**config.mk**
```make
export PLATFORM = sky130hd
export DESIGN_NAME = risc_datapath
export DESIGN_NICKNAME = d
export VERILOG_FILES = /design/src/rtl/risc_datapath.sv
export SDC_FILE = /design/constraint.sdc
export NUM_CORES = 1
export LEC_CHECK = 0
export ABC_AREA = 1
export BUFFER_PORTS_ARGS = -buffer_cell sky130_fd_sc_hd__buf_2
export CAP_MARGIN = 15
export CORE_UTILIZATION = 40
export DETAILED_ROUTE_END_ITERATION = 10
export PLACE_DENSITY_LB_ADDON = 0.05
export RECOVER_POWER = 50
export SYNTH_ARGS = -nofsm -noshare
export SYNTH_HDL_FRONTEND = slang
export SYNTH_SLANG_ARGS = --single-unit
```
**constraint.sdc**
```tcl
create_clock -name clk -period 2.2 [get_ports clk]
set_input_delay 0.33 -clock clk [delete_from_list [all_inputs] [get_ports clk]]
set_output_delay 0.33 -clock clk [all_outputs]
set_load 0.01 [all_outputs]
```
**src/rtl/risc_datapath.sv**
```systemverilog
// VeriRISC execution datapath: phase counter, PC, IR, accumulator and ALU.
// Acts on the controller strobes and drives the instruction/data memory bus.
module risc_datapath #(
    parameter int AWIDTH = 5,
    parameter int DWIDTH = 8
) (
    input  logic              clk,
    input  logic              rst_,
    input  logic              sel,
    input  logic              rd,
    input  logic              ld_ir,
    input  logic              halt,
    input  logic              inc_pc,
    input  logic              ld_ac,
    input  logic              wr,
    input  logic              ld_pc,
    input  logic              data_e,
    output logic [2:0]        phase,
    output logic [2:0]        opcode,
    output logic              zero,
    output logic [AWIDTH-1:0] mem_addr,
    output logic              mem_rd,
    output logic              mem_wr,
    output logic [DWIDTH-1:0] mem_wdata,
    input  logic [DWIDTH-1:0] mem_rdata,
    output logic              halted
);

    localparam logic [2:0] OP_HLT = 3'd0;
    localparam logic [2:0] OP_SKZ = 3'd1;
    localparam logic [2:0] OP_ADD = 3'd2;
    localparam logic [2:0] OP_AND = 3'd3;
    localparam logic [2:0] OP_XOR = 3'd4;
    localparam logic [2:0] OP_LDA = 3'd5;
    localparam logic [2:0] OP_STO = 3'd6;
    localparam logic [2:0] OP_JMP = 3'd7;

    logic [2:0]        phase_q,  phase_d;
    logic [AWIDTH-1:0] pc_q,     pc_d;
    logic [DWIDTH-1:0] ir_q,     ir_d;
    logic [DWIDTH-1:0] ac_q,     ac_d;
    logic              halted_q, halted_d;
    logic [DWIDTH-1:0] alu_result;

    always_comb begin
        alu_result = ac_q;
        case (opcode)
            OP_HLT, OP_SKZ, OP_STO, OP_JMP: alu_result = ac_q;
            OP_ADD:                         alu_result = ac_q + mem_rdata;
            OP_AND:                         alu_result = ac_q & mem_rdata;
            OP_XOR:                         alu_result = ac_q ^ mem_rdata;
            OP_LDA:                         alu_result = mem_rdata;
            default:                        alu_result = ac_q;
        endcase
    end

    // Once halted, every architectural register freezes; only reset releases it.
    // On the edge that halts, the other strobes still land but phase holds.
    always_comb begin
        phase_d  = phase_q;
        pc_d     = pc_q;
        ir_d     = ir_q;
        ac_d     = ac_q;
        halted_d = halted_q;
        if (!halted_q) begin
            if (halt)
                halted_d = 1'b1;
            else
                phase_d = phase_q + 3'd1;
            if (ld_ir)
                ir_d = mem_rdata;
            if (ld_pc)
                pc_d = ir_q[AWIDTH-1:0];
            else if (inc_pc)
                pc_d = pc_q + {{(AWIDTH-1){1'b0}}, 1'b1};
            if (ld_ac)
                ac_d = alu_result;
        end
    end

    always_ff @(posedge clk) begin
        if (!rst_) begin
            phase_q  <= 3'd0;
            pc_q     <= '0;
            ir_q     <= '0;
            ac_q     <= '0;
            halted_q <= 1'b0;
        end else begin
            phase_q  <= phase_d;
            pc_q     <= pc_d;
            ir_q     <= ir_d;
            ac_q     <= ac_d;
            halted_q <= halted_d;
        end
    end

    assign phase     = phase_q;
    assign opcode    = ir_q[DWIDTH-1:DWIDTH-3];
    assign zero      = (ac_q == '0);
    assign halted    = halted_q;
    assign mem_addr  = sel ? pc_q : ir_q[AWIDTH-1:0];
    assign mem_rd    = rd & ~halted_q;
    assign mem_wr    = wr & ~halted_q;
    assign mem_wdata = data_e ? ac_q : '0;

endmodule

```
; Word level (Yosys, flattened, before mapping)
; Index checks and enable logic that the tools add are counted.
[totals]
wordCells = 37
reg_bits = 25
out_inout_bits = 23
[op_classes]
n_bitwise = 7
eq_ne = 7
muxes = 7
n_reduce_logical = 8
add_sub_neg = 3
[ops]
columns = operator, n
row1 = one-hot mux 8 bit (4 select lines), 1
row2 = 2-to-1 mux 5 bit, 3
row3 = "equality test 3 bit, second input constant", 4
row4 = adder 8 bit, 1
row5 = bitwise AND 8 bit, 1
row6 = logical NOT 8 bit, 1
row7 = 2-to-1 mux 8 bit, 1
row8 = XOR 8 bit, 1
row9 = "equality test 3 x 2 -> 1 bit, second input constant", 2
row10 = AND reduction 2 bit, 3
row11 = "adder 5 x 1 -> 5 bit, second input constant", 1
row12 = OR reduction 4 bit, 1
row13 = "adder 3 x 1 -> 3 bit, second input constant", 1
row14 = "equality test 3 x 1 -> 1 bit, second input constant", 1
row15 = logical NOT 3 bit, 1
row16 = inverter 1 bit, 3
row17 = AND reduction 3 bit, 1
row18 = bitwise AND 1 bit, 2
row19 = 2-to-1 mux 1 bit, 2
row20 = nonzero test 2 bit, 1

; Longest topological paths before layout
; Gate-level depths: netlist of run 1.
[depth]
word_depth = 4
depth_mapped = 9
depth_no_buf = 9

; Worst setup path after synthesis of run 1
; Ideal clock, no wire load.
[synth_timing]
kind = in2reg
start = input port mem_rdata[0]
end = register ac_q[6]
arrival_ns = 1.433
slack_ns = 0.697
t_required_ns = 2.130
path_buffers = 0
cell_stages = 9
setup_ns = 0.070
cell_sequence = ha_1 fa_1 nand3_1 nand2_1 nand2_1 nand2_1 nand2_1 nand3_1 a21oi_1
[synth_between]
elab_chain_cells = 2
[synth_rtl]
columns = item, line_no
row1 = from (decl), 25  ; input logic [DWIDTH-1:0] mem_rdata,
row2 = adder 8 bit, 49  ; OP_ADD: alu_result = ac_q + mem_rdata;
row3 = one-hot mux 8 bit (4 select lines), 47  ; case (opcode)
row4 = to (signal assigned), 86  ; ac_q <= '0;
row5 = to (signal assigned), 92  ; ac_q <= ac_d;
row6 = to (decl), 41  ; logic [DWIDTH-1:0] ac_q, ac_d;
; No other way between the ends.
; A chain may end at the register's enable or synchronous reset.

; Worst setup path in the final report of run 1
[layout_timing]
start = register ac_q[0]
end = register ac_q[6]
[layout_between]
elab_chain_cells = 2
[layout_rtl]
columns = item, line_no
row1 = adder 8 bit, 49
row2 = one-hot mux 8 bit (4 select lines), 47
; No other way between the ends.

==> impl_results.md, run 1 <==
* Gpl congestion at 0.9215
* LEAKAGE at 0.001044 uW
* Vias/cell at slightly below 5
* Critical path arrival at between 1.5 and 2 ns
* # rows at 23
* Worst R2R Path Depth at 9
* Peak VDD IR at 0.0002802 V
* Net Count, Synth at about 300
* Vias in the first global route at 1503
* Syn-to-layout area delta at 14.69%
* DPL Wire Length at 3.327 mm
* GRT overflow at 0
* I/O Buffers at slightly above 40
* Final setup margin at 0.5144 ns
* DR WL/cell at 12.16 um
* Endpoints failing hold at 0
* # Post-CTS Setup Buffers at 0
* Register area share after synthesis at 28.53%
* Core area at 4115 sq um
* Clock slew at reported path FFs at 0.10 ns
* PostCTS Resize Cnt at 0
* Critical R2R Capture: ac_q[6]$_SDFFE_PN0P_
* GRT Total Usage at between 20% and 30%
* Crit path time final at 1.686 ns
* Mapped cell area at 1754 sq um
* Post-synth top area cell: dfxtp_1
* ANT cells at 0
* Post-synth ARST share at 0%
* Residual DRC at 0
* Initial core utilization at 42.63%
* Pre-CTS WS at 0.4501 ns
* Top post-synthesis cells by count: nand2_1, inv_1, nor2_1
* Hold bufs inserted after CTS at 0
* H-tree levels at 1
* Fillers at 454
* Total CTS buffers at 3
* Count leader, synth: nand2_1
* Critical path startpoint category: register
* R2r setup slk at 0.51 ns
* Worst r2r src: ac_q[0]$_SDFFE_PN0P_
* Yosys warnings at 0
* Die Ht at between 60 and 70 um
* Top FF cell, synth: dfxtp_1
* EDFF count, synth at 0
* Outcome: finished, final reports clean
* Final setup fails at 0
* Starting DRT DRC Count at 75
* Worst Path Max Fanout at 4
* Bufs on Longest Clock Path at 2
* Clock sink count at 25
* Fmax at 593.3 MHz
* Post-synthesis cell count at between 200 and 300
* Worst hold-check path type: in2reg
* Pwr per Cell Area at about 560 nW/um^2
* TritonCTS clock tree: yes
* Nets at 338
* Max-cap violations at 0
* Clock root buffer: clkbuf_8
* Via count at about 1800
* Die X at 68.22 um
* Slew HR at ~58%
* Setup CP Type: reg2reg
* RSZ-0062 raised after global routing: no
* Worst slew pin tran at roughly 0.63 ns
* Final ANT Viol Nets at 0
* Pin count of the biggest net entering global routing at 17
* Ranking of synthesized cells by area: dfxtp_1, nand2_1, inv_1, ha_1, a21oi_1
* Max-slew violations at 0
* First-pass GRT wire length at between 7 and 8 mm
* Fraction of layout instances using a drive strength above 1 at 14.66%
* Setup crit start: ac_q[0]$_SDFFE_PN0P_
* Die area at 4654 sq um
* CP Capture Point: ac_q[6]$_SDFFE_PN0P_
* Final Core Density at 48.89%
* Number of distinct library cells after synthesis at 35
* Critical path capture point type: register
* DRT Pass-1 Iters at 4
* Routed WL at approximately 4.3 mm
* Initial antenna violation count at 0
* FF+latch count, synth at 25
* Setup Skew at 0.003157 ns
* Top-Level Pins at 42
* Syn_area_per_cell at 6.521 sq um
* Final cycle utilization of the critical path at 76.62%
* Clock Latency Late Sink at 0.27 ns
* Crit path required time at between 2 and 2.5 ns
* Sum Neg Setup Slack at 0 ns
* Share of the synthesized area in the top cell type at 28.53%
## worst max-delay path, cell delays in order (launching register included)
cell and delay (ns):
dfxtp_1 0.37, ha_1 0.25, fa_1 0.42, nand3_1 0.12, nand2_1 0.08, nand2_1 0.09
nand2_1 0.05, nand2_1 0.06, nand3_1 0.06, a21oi_1 0.12
## cells in the final DEF, fill, tap and decap left out, types with 2 or more instances in the layout
master and count:
nand2_1 62, o21ai_1 3, a31oi_1 2, nor3_1 3, a21oi_4 2, clkbuf_1 15
clkbuf_8 3, inv_1 39, inv_2 3, buf_4 2, nand3_1 18, xor2_1 3
a21oi_1 23, dfxtp_1 25, o211ai_1 2, buf_2 26, nor2_1 29, o21ai_0 20
ha_1 10
## worst min path at each step
stage | from | slack, ns | cells after the start | to
after global routing | mem_rdata[1] | 0.35 | 3 | ir_q[1]$_SDFFE_PN0P_
after detailed placement | pc_q[3]$_SDFFE_PN0P_ | 0.48 | 2 | pc_q[3]$_SDFFE_PN0P_
after CTS | halt | 0.33 | 3 | halted$_SDFF_PN0_
after floorplan | ir_q[2]$_SDFFE_PN0P_ | 0.44 | 2 | ir_q[2]$_SDFFE_PN0P_
after global placement | ir_q[2]$_SDFFE_PN0P_ | 0.48 | 2 | ir_q[2]$_SDFFE_PN0P_
final | halt | 0.34 | 3 | halted$_SDFF_PN0_
## flip-flops by register name, indices dropped and copies added (netlist names)
signal  flops
pc_q        5
ac_q        8
ir_q        8
halted      1
phase       3
## cells by family after synthesis
family,synth area share (%)
flip-flops,28.53
multiplexers,0.6419
XOR/XNOR,1.498
AND/OR/NAND/NOR,28.67
AO/OA/AOI/OAI,19.69
adder cells (fa/ha/maj),8.274
buffers and inverters,12.70
## metrics by stage
step           hold WS, ns  total power [uW]  instance area [sq um]  std cells
3_3_place_gp        0.4760             854.3                   1982        353
5_1_grt             0.3487              1213                   2012        357
2_1_floorplan       0.4436             757.1                   1754        269
4_1_cts             0.3347              1149                   2031        357
3_5_place_dp        0.4754             853.3                   1982        353
6_report            0.3409              1129                   2012        357
## cell type report
type / count / area (sq um) / area share [%]
inverter: 44 / 167.7 / 8.333
clock buffer: 3 / 41.29 / 2.052
sequential: 25 / 500.5 / 24.88
timing repair buffer: 43 / 201.4 / 10.01
multi-input combinational: 191 / 1031 / 51.24
clock inverter: 1 / 7.507 / 0.3731
tap: 50 / 62.56 / 3.109
## metal layers
layer / part of all wire (%) / wire (um) / up-vias / track usage, %
met2: 40 / 1752 / 57 / 30.27
met3: 6.8 / 296 / 2 / 2.833
met1: 52 / 2265 / 756 / 30.65
li1: - / - / 943 / -
met5: 0 / 0 / - / 0
met4: 0.62 / 27 / 0 / 5.208
## power by group
group	switching, uW	total (uW)	leakage, uW	internal (uW)
Combinational	192	314	0.000817	122
Sequential	37.4	524	0.000206	487
Clock	162	291	0.0000217	128
Total	391	1130	0.00104	738
Note: power is estimated with default switching activity, not from simulation.
==> run 2, diff against run 1 <==
- clock period: 2.2 -> 1.4 ns (I/O delays scaled with it)
==> impl_results.md, run 2 (synthesis results as in run 1) <==
* Outcome: finished, violations left
* Failing checks: negative setup slack
* DRT Pass-1 Iters at 4
* Total CTS buffers at 3
* Vias in the first global route at 1573
* Fillers at 440
* Critical path startpoint category: register
* Switching part of the total at about a third
* Reg area at 509.2 sq um
* Cell-internal power at 1249 uW
* Critical path arrival at 1.28 ns
* Final cycle utilization of the critical path at 106.7%
* Final ANT Viol Nets at 0
* Die X at a little under 70 um
* Fraction of layout instances using a drive strength above 1 at 28.75%
* Die area at 4654 sq um
* # rows at 23
* DPL Wire Length at 3.558 mm
* Final setup fails at 5
* Syn-to-layout area delta at 30.67%
* DR WL/cell at 12.42 um
* Worst slew pin tran at 0.3543 ns
* Initial antenna violation count at 0
* Slew HR at between 70% and 80%
* Pin count of the biggest net entering global routing at 17
* Power, Total at 1894 uW
* RSZ-0062 raised after global routing: yes
* Design Area, Final at around 2300 sq um
* Clock root buffer: clkbuf_8
* Nets at 358
* Residual DRC at 0
* Worst R2R Path Depth at 9
* Comb pwr share at roughly a third
* Hold Path Stages at 3
* Fmax at 669.7 MHz
* Endpoints failing hold at 0
* Routed WL at around 4.7 mm
* LEAKAGE at 0.001185 uW
* Clock Latency Late Sink at 0.28 ns
* TritonCTS clock tree: yes
* Multi-input gate area at 1137 sq um
* Core area at 4115 sq um
* Vias/cell at approximately 4.9
* Critical path capture point type: output pin
* First-pass GRT wire length at ~7.4 mm
* I/O Buffers at 41
* Commonest cells after routing, fill and taps aside: nand2_1, inv_1, buf_2, nor2_1, a21oi_1
* Peak VDD IR at 0.0005584 V
* GRT Total Usage at 21.59%
* Setup CP Type: reg2out
* Initial core utilization at 42.63%
* GRT overflow at 0
* Setup crit start: ac_q[4]$_SDFFE_PN0P_
* Max-cap violations at 0
* Worst r2r src: ac_q[0]$_SDFFE_PN0P_
* Setup Skew at 0.009257 ns
* Pwr per Cell Area at 826.3 nW/um^2
* Bufs on Longest Clock Path at 2
* Register share of total power at 43.7%
* Worst hold-check path type: in2reg
* Top-Level Pins at 42
* H-tree levels at 1
* Starting DRT DRC Count at 57
* Hold bufs inserted after CTS at 0
* Dpl cell area at 2155 sq um
* ANT cells at 0
* Clock slew at reported path FFs at 0.08 ns
* Most common library cell in the layout ignoring fill and taps: nand2_1
* Crit path time final at 1.493 ns
* Clock power share at approximately a quarter
* Final setup margin at -0.09322 ns
* Gpl congestion at 0.8681
* Worst Path Max Fanout at 3
* Die Ht at ~68 um
* Crit path required time at between 1 and 1.5 ns
* Beginning of the worst hold path: halt
* Net Switching at 645.2 uW
* Clock sink count at 25
* Via count at 1859
* Top flop regs: ac_q x8, ir_q x8, pc_q x5
* Max-slew violations at 0
* Sum Neg Setup Slack at -0.1849 ns
[run 2: cell types whose count changed in the layout (fill, tap and decap cells not counted), moves of 6 or more]
cell,delta
dfxtp_2,+7
clkbuf_1,-6
buf_4,+18
buf_2,+8
dfxtp_1,-7
[run 2: final cells by class]
class / instances / area share [%]
Multi-Input combinational cell: 191 / 49.62
Sequential cell: 25 / 22.22
Timing Repair Buffer: 63 / 16.16
Inverter: 44 / 7.314
Tap cell: 50 / 2.729
Clock buffer: 4 / 1.965
[run 2: path summary, 6_finish.rpt]
path | end | slack (ns)
worst max register to register | ac_q[6]$_SDFFE_PN0P_ | -0.06
worst min register to register | ir_q[2]$_SDFFE_PN0P_ | 0.48
worst max-delay path | zero | -0.09
worst min-delay path | halted$_SDFF_PN0_ | 0.21
[run 2: critical path, stage by stage, from the launching register on]
cell and delay, ns:
dfxtp_2 0.36, nor4_4 0.28, nand2_1 0.09, nor3_2 0.15, buf_2 0.14
[run 2: power by group through the flow]
stage	sequential (uW)	clock (uW)	combinational, uW
6_report	827	448	619
5_1_grt	836	498	701
4_1_cts	822	465	605
3_5_place_dp	832	0	580
3_3_place_gp	831	0	578
2_1_floorplan	829	0	364
[run 2: per-layer routing]
metal / GRT usage [%] / vias up / routed length, um
li1: - / 987 / -
met1: 31.27 / 816 / 2379
met2: 32.60 / 52 / 1977
met3: 5.167 / 4 / 302
met4: 3.125 / 0 / 21
met5: 0 / - / 0
[run 2: stage by stage]
stage | setup WS [ns] | cells | util (%) | hold WS [ns]
2_1_floorplan | -0.009341 | 269 | - | 0.3308
3_3_place_gp | -0.03478 | 373 | 52.36 | 0.4609
3_5_place_dp | -0.05440 | 373 | 52.36 | 0.4708
4_1_cts | -0.1302 | 377 | 54.82 | 0.2134
5_1_grt | -0.1819 | 377 | 55.70 | 0.2241
6_report | -0.09322 | 377 | 55.70 | 0.2130
[run 2: timing repair]
| action | 4_1_cts | 5_1_grt |
|---|---|---|
| buffers inserted | 0 | 0 |
| pin swaps | 3 | 1 |
| setup endpoints to repair | 5 | 8 |
| hold endpoints to repair | 0 | 0 |
| gates resized for setup | 12 | 12 |
==> run 3, diff against run 2 <==
--- a/config.mk
+++ b/config.mk
@@ -9,3 +9,3 @@
 export BUFFER_PORTS_ARGS = -buffer_cell sky130_fd_sc_hd__buf_2
-export CAP_MARGIN = 15
+export CAP_MARGIN = 5
 export CORE_UTILIZATION = 40
@@ -14,2 +14,3 @@
 export RECOVER_POWER = 50
+export REMOVE_ABC_BUFFERS = 1
 export SYNTH_ARGS = -nofsm -noshare
==> constraint.sdc (replaced) <==
create_clock -name clk -period 1.4 [get_ports clk]
set_input_delay 0.07 -clock clk [delete_from_list [all_inputs] [get_ports clk]]
set_output_delay 0.07 -clock clk [all_outputs]
set_load 0.01 [all_outputs]
==> impl_results.md, run 3 (synthesis results as in run 1) <==
* Outcome: finished, violations left
* Failing checks: negative setup slack
* Critical path arrival at 1.68 ns
* LEAKAGE at about 0.0012 uW
* Max-cap violations at 0
* Endpoints failing hold at 0
* Die area at 4654 sq um
* Most common library cell in the layout ignoring fill and taps: nand2_1
* Nets at 364
* Pre-CTS WS at -0.1475 ns
* Final setup margin at -0.06827 ns
* Pin count of the biggest net entering global routing at 17
* Worst hold-check path type: in2reg
* H-tree levels at 1
* Power, Total at 1935 uW
* Design Area, Final at about 2400 sq um
* Vias/cell at 4.906
* Routed WL at 4.897 mm
* Final cycle utilization of the critical path at 104.9%
* Residual DRC at 0
* Setup Skew at 0.008416 ns
* # rows at 23
* Initial antenna violation count at 0
* Pwr per Cell Area at around 800 nW/um^2
* Final setup fails at 3
* Via count at 1879
* I/O Buffers at slightly above 40
* Top-Level Pins at 42
* Worst Hold Margin at 0.07214 ns
* Max-slew violations at 0
* Critical path startpoint category: register
* Total CTS buffers at 3
* Die Ht at 68.22 um
* CP bufs+invs at 0
* Sum Neg Setup Slack at -0.1503 ns
* DR WL/cell at between 10 and 15 um
* Gpl congestion at 0.8669
* Critical path capture point type: register
* Vias in the first global route at 1683
* Clock sink count at 25
* RSZ-0062 raised after global routing: yes
* Top delay family on crit path: adder cells
* GRT overflow at 0
* Fraction of layout instances using a drive strength above 1 at between 20% and 30%
* Core area at about 4100 sq um
* Crit path required time at 1.62 ns
* Slew HR at 75.13%
* Final ANT Viol Nets at 0
* Crit path time final at 1.468 ns
* Clock Latency Late Sink at 0.28 ns
* Clock slew at reported path FFs at 0.10 ns
* Worst stage delay on the critical path at 0.36 ns
* Die X at 68.22 um
* Dpl cell area at 2162 sq um
* GRT Total Usage at 22.08%
* Slowest library cell on the worst path: fa_2
* Setup CP Type: reg2reg
* First-pass GRT wire length at 7.617 mm
* DPL Wire Length at 3.543 mm
* Initial core utilization at 42.63%
* Bufs on Longest Clock Path at 2
* Worst Path Max Fanout at 2
* Crit path cell chain: ha_4 > fa_2 > nand3_2 > nand2_2 > nand2_2 > nand2_1 > nand2_1 > nand3_2 > a21oi_2
* Top flop regs: ac_q x8, ir_q x8, pc_q x5
* Syn-to-layout area delta at 34.52%
* Peak VDD IR at 0.0004069 V
* TritonCTS clock tree: yes
* R2r setup slk at -0.07 ns
* DRT Pass-1 Iters at 6
* Commonest cells after routing, fill and taps aside: nand2_1, inv_1, buf_2, nor2_1, buf_4
* Clock root buffer: clkbuf_8
* Starting DRT DRC Count at 56
* ANT cells at 0
* Worst slew pin tran at between 0.3 and 0.4 ns
* Fmax at 681.1 MHz
[run 3: what timing repair did]
action	4_1_cts	5_1_grt
pin swaps	11	12
hold buffers	0	0
resized for setup	16	19
setup endpoints to repair	5	9
setup buffers	4	0
[run 3: cell type report]
type	count	area [sq um]
multi-input combinational	191	1172
timing repair buffer	69	405.4
inverter	44	167.7
tap	50	62.56
fill	415	1755
clock buffer	4	45.04
sequential	25	506.7
[run 3: power by group]
part	switching [uW]	leakage (uW)	internal, uW
clock	252	0.0000228	205
combinational	366	0.000968	296
sequential	50.8	0.000207	766
[run 3: final timing paths]
path              cells after the start                 start                    to
setup reg to reg                      9  ac_q[0]$_SDFFE_PN0P_  ac_q[6]$_SDFFE_PN0P_
setup / recovery                      9  ac_q[0]$_SDFFE_PN0P_  ac_q[6]$_SDFFE_PN0P_
hold / removal                        3                  halt     halted$_SDFF_PN0_
hold reg to reg                       2  ir_q[3]$_SDFFE_PN0P_  ir_q[3]$_SDFFE_PN0P_
[run 3: routing by layer]
layer	global-route usage [%]	share of wire, %
met1	30.10	50
met4	7.031	1.2
met5	0	0
met3	4.000	4.3
met2	34.80	44
[run 3: stage by stage]
stage	cells	utilization [%]
after floorplan	260	-
after global placement	377	52.54
after detailed placement	377	52.54
after CTS	384	55.70
after global routing	383	57.34
final	383	57.34
[run 3: tightest hold or removal path: cells and delay by family]
kind,cells,cell delay (ns)
simple gates,2,0.17
buf+inv,1,0.08
